`src/rtl/handshake_fifo_buffer_if.sv`:
```
// Handshake channel bundle for handshake_fifo_buffer: an upstream (ins) and a downstream (outs) port.
// A token moves on a side only at a rising clk edge where both its valid and its ready are high.
interface handshake_fifo_buffer_if #(
  parameter int DATA_WIDTH = 32
);
  logic [DATA_WIDTH-1:0] ins;
  logic                  ins_valid;
  logic                  ins_ready;
  logic [DATA_WIDTH-1:0] outs;
  logic                  outs_valid;
  logic                  outs_ready;

  // master: the environment around the buffer (producer + consumer)
  modport master (
    output ins, ins_valid, outs_ready,
    input  ins_ready, outs, outs_valid
  );

  // slave: the buffer itself
  modport slave (
    input  ins, ins_valid, outs_ready,
    output ins_ready, outs, outs_valid
  );
endinterface

```
`src/rtl/handshake_fifo_buffer.sv`:
```
// Elastic in-order FIFO buffer on a handshake channel; the ready path is fully registered.
// Optional feature macro: HANDSHAKE_FIFO_BYPASS_EN (zero-latency pass-through when empty).
module handshake_fifo_buffer #(
  parameter  int DATA_WIDTH = 32,
  parameter  int NUM_SLOTS  = 4,
  localparam int PTR_W      = (NUM_SLOTS > 1) ? $clog2(NUM_SLOTS) : 1,
  localparam int CNT_W      = $clog2(NUM_SLOTS + 1)
) (
  input  logic                      clk,
  input  logic                      rst,
  handshake_fifo_buffer_if.slave    hs,
  output logic [CNT_W-1:0]          o_count,
  output logic [PTR_W-1:0]          o_rd_ptr,
  output logic [PTR_W-1:0]          o_wr_ptr
);

  logic [DATA_WIDTH-1:0] r_mem [NUM_SLOTS];
  logic [PTR_W-1:0]      r_rd_ptr;
  logic [PTR_W-1:0]      r_wr_ptr;
  logic [CNT_W-1:0]      r_count;
  logic                  r_ins_ready;

  logic                  w_empty;
  logic                  w_push;
  logic                  w_pop;
  logic                  w_bypass;
  logic                  w_store;
  logic                  w_deq;
  logic [CNT_W-1:0]      w_count_nxt;

  function automatic logic [PTR_W-1:0] next_ptr(input logic [PTR_W-1:0] p);
    if (p == PTR_W'(NUM_SLOTS - 1)) next_ptr = '0;
    else                            next_ptr = p + PTR_W'(1);
  endfunction

  assign w_empty = (r_count == '0);

  always_comb begin
    hs.outs_valid = 1'b0;
    hs.outs       = '0;
    w_bypass      = 1'b0;
`ifdef HANDSHAKE_FIFO_BYPASS_EN
    // r_ins_ready gates the pass-through so nothing leaks out while in or just after reset.
    if (w_empty) begin
      hs.outs_valid = hs.ins_valid & r_ins_ready;
      hs.outs       = r_ins_ready ? hs.ins : '0;
      w_bypass      = hs.ins_valid & r_ins_ready & hs.outs_ready;
    end else begin
      hs.outs_valid = 1'b1;
      hs.outs       = r_mem[r_rd_ptr];
    end
`else
    if (!w_empty) begin
      hs.outs_valid = 1'b1;
      hs.outs       = r_mem[r_rd_ptr];
    end
`endif
  end

  assign hs.ins_ready = r_ins_ready;
  assign w_push       = hs.ins_valid & r_ins_ready;
  assign w_pop        = hs.outs_valid & hs.outs_ready;
  // A bypassed token is both pushed and popped but never touches storage.
  assign w_store      = w_push & ~w_bypass;
  assign w_deq        = w_pop & ~w_bypass;

  always_comb begin
    w_count_nxt = r_count;
    case ({w_store, w_deq})
      2'b10:   w_count_nxt = r_count + CNT_W'(1);
      2'b01:   w_count_nxt = r_count - CNT_W'(1);
      default: w_count_nxt = r_count;
    endcase
  end

  always_ff @(posedge clk or negedge rst) begin
    if (!rst) begin
      r_count     <= '0;
      r_rd_ptr    <= '0;
      r_wr_ptr    <= '0;
      r_ins_ready <= 1'b0;
    end else begin
      r_count     <= w_count_nxt;
      // Registered copy of (count != NUM_SLOTS); low during reset, rises one edge after release.
      r_ins_ready <= (w_count_nxt != CNT_W'(NUM_SLOTS));
      if (w_store) r_wr_ptr <= next_ptr(r_wr_ptr);
      if (w_deq)   r_rd_ptr <= next_ptr(r_rd_ptr);
    end
  end

  always_ff @(posedge clk) begin
    if (w_store) r_mem[r_wr_ptr] <= hs.ins;
  end

  assign o_count  = r_count;
  assign o_rd_ptr = r_rd_ptr;
  assign o_wr_ptr = r_wr_ptr;

endmodule
```
`src/flat_wrapper.sv`:
```
// flat-port wrapper written by rule: the top's interface ports become plain ports
module handshake_fifo_buffer_flat 
#(
  parameter  int DATA_WIDTH = 32,
  parameter  int NUM_SLOTS  = 4,
  localparam int PTR_W      = (NUM_SLOTS > 1) ? $clog2(NUM_SLOTS) : 1,
  localparam int CNT_W      = $clog2(NUM_SLOTS + 1)
)
  (clk, rst, o_count, o_rd_ptr, o_wr_ptr, hs_ins, hs_ins_valid, hs_outs_ready, hs_ins_ready, hs_outs, hs_outs_valid);
  handshake_fifo_buffer_if #(.DATA_WIDTH(DATA_WIDTH)) hs_i ();
  input  logic clk;
  input  logic rst;
  output logic [CNT_W-1:0] o_count;
  output logic [PTR_W-1:0] o_rd_ptr;
  output logic [PTR_W-1:0] o_wr_ptr;
  input wire logic [$bits(hs_i.ins)-1:0] hs_ins;
  input wire logic [$bits(hs_i.ins_valid)-1:0] hs_ins_valid;
  input wire logic [$bits(hs_i.outs_ready)-1:0] hs_outs_ready;
  output wire logic [$bits(hs_i.ins_ready)-1:0] hs_ins_ready;
  output wire logic [$bits(hs_i.outs)-1:0] hs_outs;
  output wire logic [$bits(hs_i.outs_valid)-1:0] hs_outs_valid;
  assign hs_i.ins = hs_ins;
  assign hs_i.ins_valid = hs_ins_valid;
  assign hs_i.outs_ready = hs_outs_ready;
  assign hs_ins_ready = hs_i.ins_ready;
  assign hs_outs = hs_i.outs;
  assign hs_outs_valid = hs_i.outs_valid;
  handshake_fifo_buffer #(.DATA_WIDTH(DATA_WIDTH), .NUM_SLOTS(NUM_SLOTS)) u_core (.clk(clk), .rst(rst), .hs(hs_i), .o_count(o_count), .o_rd_ptr(o_rd_ptr), .o_wr_ptr(o_wr_ptr));
endmodule
```
`config.mk`:
```
export PLATFORM = sky130hd
export DESIGN_NAME = handshake_fifo_buffer_flat
export DESIGN_NICKNAME = d
export VERILOG_FILES = /design/src/rtl/handshake_fifo_buffer_if.sv /design/src/rtl/handshake_fifo_buffer.sv /design/src/flat_wrapper.sv
export SDC_FILE = /design/constraint.sdc
export NUM_CORES = 1
export LEC_CHECK = 0
export CAP_MARGIN = 20
export CORE_MARGIN = 2
export CORE_UTILIZATION = 50
export DETAILED_ROUTE_END_ITERATION = 8
export GPL_TIMING_DRIVEN = 0
export PLACE_DENSITY = 0.78
export SYNTH_ARGS = -nofsm -noshare
export SYNTH_HDL_FRONTEND = slang
export SYNTH_SLANG_ARGS = --single-unit
```
`constraint.sdc`:
```
create_clock -name clk -period 5.2 [get_ports clk]
set_input_delay 0.78 -clock clk [delete_from_list [all_inputs] [get_ports clk]]
set_output_delay 0.78 -clock clk [all_outputs]
set_load 0.05 [all_outputs]
```
==> impl_metrics.tcl <==
set metrics [dict create \
    synth_nets 288 \
    r2r-start "u_core.o_count[0]$_DFF_PN0_" \
    antenna_found_initial 0 \
    required_ns 4.42 \
    drtIter0Drc 134 \
    skew_ns 0.0105 \
    postRouteAntennaNets 0 \
    drc 0 \
    syn_inst 245 \
    post_cts_resized 0 \
    core_area_um2 10400 \
    routed_wl_mm 9.29 \
    period_share_pct 67.5 \
    worst_pin_slew_ns 0.875 \
    status "completed" \
    finalCriticalPeriod_ns 3.51 \
    clkSinkCount 136 \
    cp-startpoint "u_core.o_rd_ptr[1]$_DFFE_PN0P_" \
    ys_ff_latch 136 \
    crit_fanout 10 \
    pin_count 77 \
    gp_congestion 0.672 \
    arrival_ns 2.73 \
    cts-root-buf "clkbuf_8" \
    cts_setup_buffers 0 \
    rsz0062_at_grt "no" \
    syn_avg_cell_area_um2 21.9 \
    die-area_um2 11600 \
    yosysUniqueCellTypes 27 \
    dieHeight_um 108 \
    clock_latency_ns 0.51 \
    cts_tree "done" \
    hold_violations 0 \
    dr_wl_met3_um 541 \
    yosysSeqAreaShare_pct 75.4 \
    topRoutingLayerUsed "met4" \
    ys_warn_count 0 \
    numCtsBuffers 17 \
    track_usage_pct 17.5 \
    finalSetupTns_ns 0 \
    via_per_inst 5.32 \
    wl_per_cell_um 19.0 \
    reg2regPathDepth 8 \
    initial_core_util_pct 51.7 \
    layout_common_cells "edfxtp_1 (128), clkdlybuf4s50_1 (76), and2_1 (32), mux4_2 (28), clkbuf_16 (16)" \
    max_freq_mhz 285 \
    grt_pass1_wl_mm 14.3 \
    worstSetupPathType "reg -> out" \
    drive_above_1_share_pct 21.0 \
    antennaDiodeCount 0 \
    dr_total_vias 2602 \
    setup_slack_ns 1.69 \
    synth_area_um2 5360 \
    grt_pass1_vias 2634 \
    pre_cts_slack_ns 2.20 \
    io_buffer_count 76 \
    final_nets 383 \
    cts_hold_buf 0 \
    max-cap-violations 0 \
    syn_to_final_growth_pct 28.7 \
    floorplan.rows 37 \
    slew_headroom_pct 41.7 \
    met2_length_mm 4.81 \
    grt_overflow_total 0 \
    wl_met1_mm 3.87 \
    dr.pass1.iters 4 \
    final-max-slew-violation-count 0 \
    final_common_cell "edfxtp_1" \
    setup_viol 0 \
    cts_htree_levels 4 \
    fp.dieW_um 108 \
    dp_hpwl_mm 5.40 \
    cp-start-kind "register" \
    clk_pin_slew_ns 0.06 \
    worstSetupEndpointType "output pin" \
    hold_path.class "in -> async" \
    cts_buffer_depth 2 \
    grt_start_max_net_pins 33 \
]
[Yosys cell counts]
cell | count | area share, %
nor3_1 | 2 | 0.19
buf_6 | 1 | 0.21
and3_1 | 4 | 0.47
xor2_1 | 1 | 0.16
and2_1 | 32 | 3.7
mux2_2 | 1 | 0.21
clkbuf_1 | 4 | 0.28
a211oi_1 | 1 | 0.14
and2_4 | 1 | 0.16
o21ai_0 | 1 | 0.093
buf_12 | 3 | 1.1
mux2_4 | 2 | 0.56
ha_1 | 6 | 1.4
o21a_1 | 1 | 0.14
mux4_2 | 28 | 12
nand2_1 | 1 | 0.070
fa_1 | 1 | 0.37
a21o_1 | 2 | 0.28
or3_4 | 1 | 0.21
xnor2_1 | 1 | 0.16
or2_2 | 1 | 0.12
edfxtp_1 | 128 | 72
inv_1 | 5 | 0.35
nor2_1 | 2 | 0.14
dfrtp_1 | 8 | 3.7
buf_2 | 3 | 0.28
mux4_1 | 4 | 2.0
[area by class of cell]
type | instances | area (µm²)
Timing Repair Buffer | 76 | 761
Buffer | 11 | 101
Multi-Input combinational cell | 93 | 1200
Clock inverter | 13 | 179
Clock buffer | 19 | 422
Sequential cell | 136 | 4040
Fill cell | 717 | 3470
Tap cell | 136 | 170
Inverter | 5 | 18.8
[worst max-delay path, stage by stage, from the launching register on]
cell             delay, ns
dfrtp_1               0.40
clkbuf_1              0.26
buf_2                 0.33
mux4_1                0.35
and2_1                0.19
clkdlybuf4s50_1       0.69
[routing by layer]
metal | up-vias | track usage, %
met4 | 0 | 5.49
met1 | 1327 | 22.8
met2 | 84 | 28.3
li1 | 1183 | -
met5 | - | 0
met3 | 8 | 5.63
[per-stage QoR]
step | instance area [µm²] | utilization, % | hold slack (ns) | instances
after floorplan | 5360 | - | 0.484 | 245
final | 6900 | 66.5 | 0.549 | 489
after detailed placement | 6300 | 60.7 | 0.552 | 457
after CTS | 6900 | 66.5 | 0.535 | 489
after global placement | 6290 | 60.7 | 0.543 | 457
after global routing | 6900 | 66.5 | 0.559 | 489
[sequential cells by signal, summed over array words and instances, names as in the netlist]
| name | count |
|---|---|
| u_core.hs.ins_ready | 1 |
| u_core.r_mem | 128 |
| u_core.o_rd_ptr | 2 |
| u_core.o_count | 3 |
| u_core.o_wr_ptr | 2 |
[worst paths after layout]
| kind | endpoint | slack [ns] |
|---|---|---|
| max | hs_outs[23] | 1.69 |
| min | u_core.o_count[2]$_DFF_PN0_ | 0.55 |
| max reg2reg | u_core.o_count[2]$_DFF_PN0_ | 2.97 |
| min reg2reg | u_core.o_count[1]$_DFF_PN0_ | 0.56 |
| max in group asynchronous | u_core.o_rd_ptr[0]$_DFFE_PN0P_ | 4.39 |
| min in group clk | u_core.o_count[1]$_DFF_PN0_ | 0.56 |
[cell families after synthesis]
logic type | share of synthesized area, %
adder cells (fa/ha/maj) | 1.77
multiplexers | 14.5
AO/OA/AOI/OAI | 0.653
XOR/XNOR | 0.327
buffers and inverters | 2.24
flip-flops | 75.4
AND/OR/NAND/NOR | 5.09
Power is left out: the tool's default activity adds up to more than one toggle a clock period on the data nets, which glitch-free logic cannot reach.
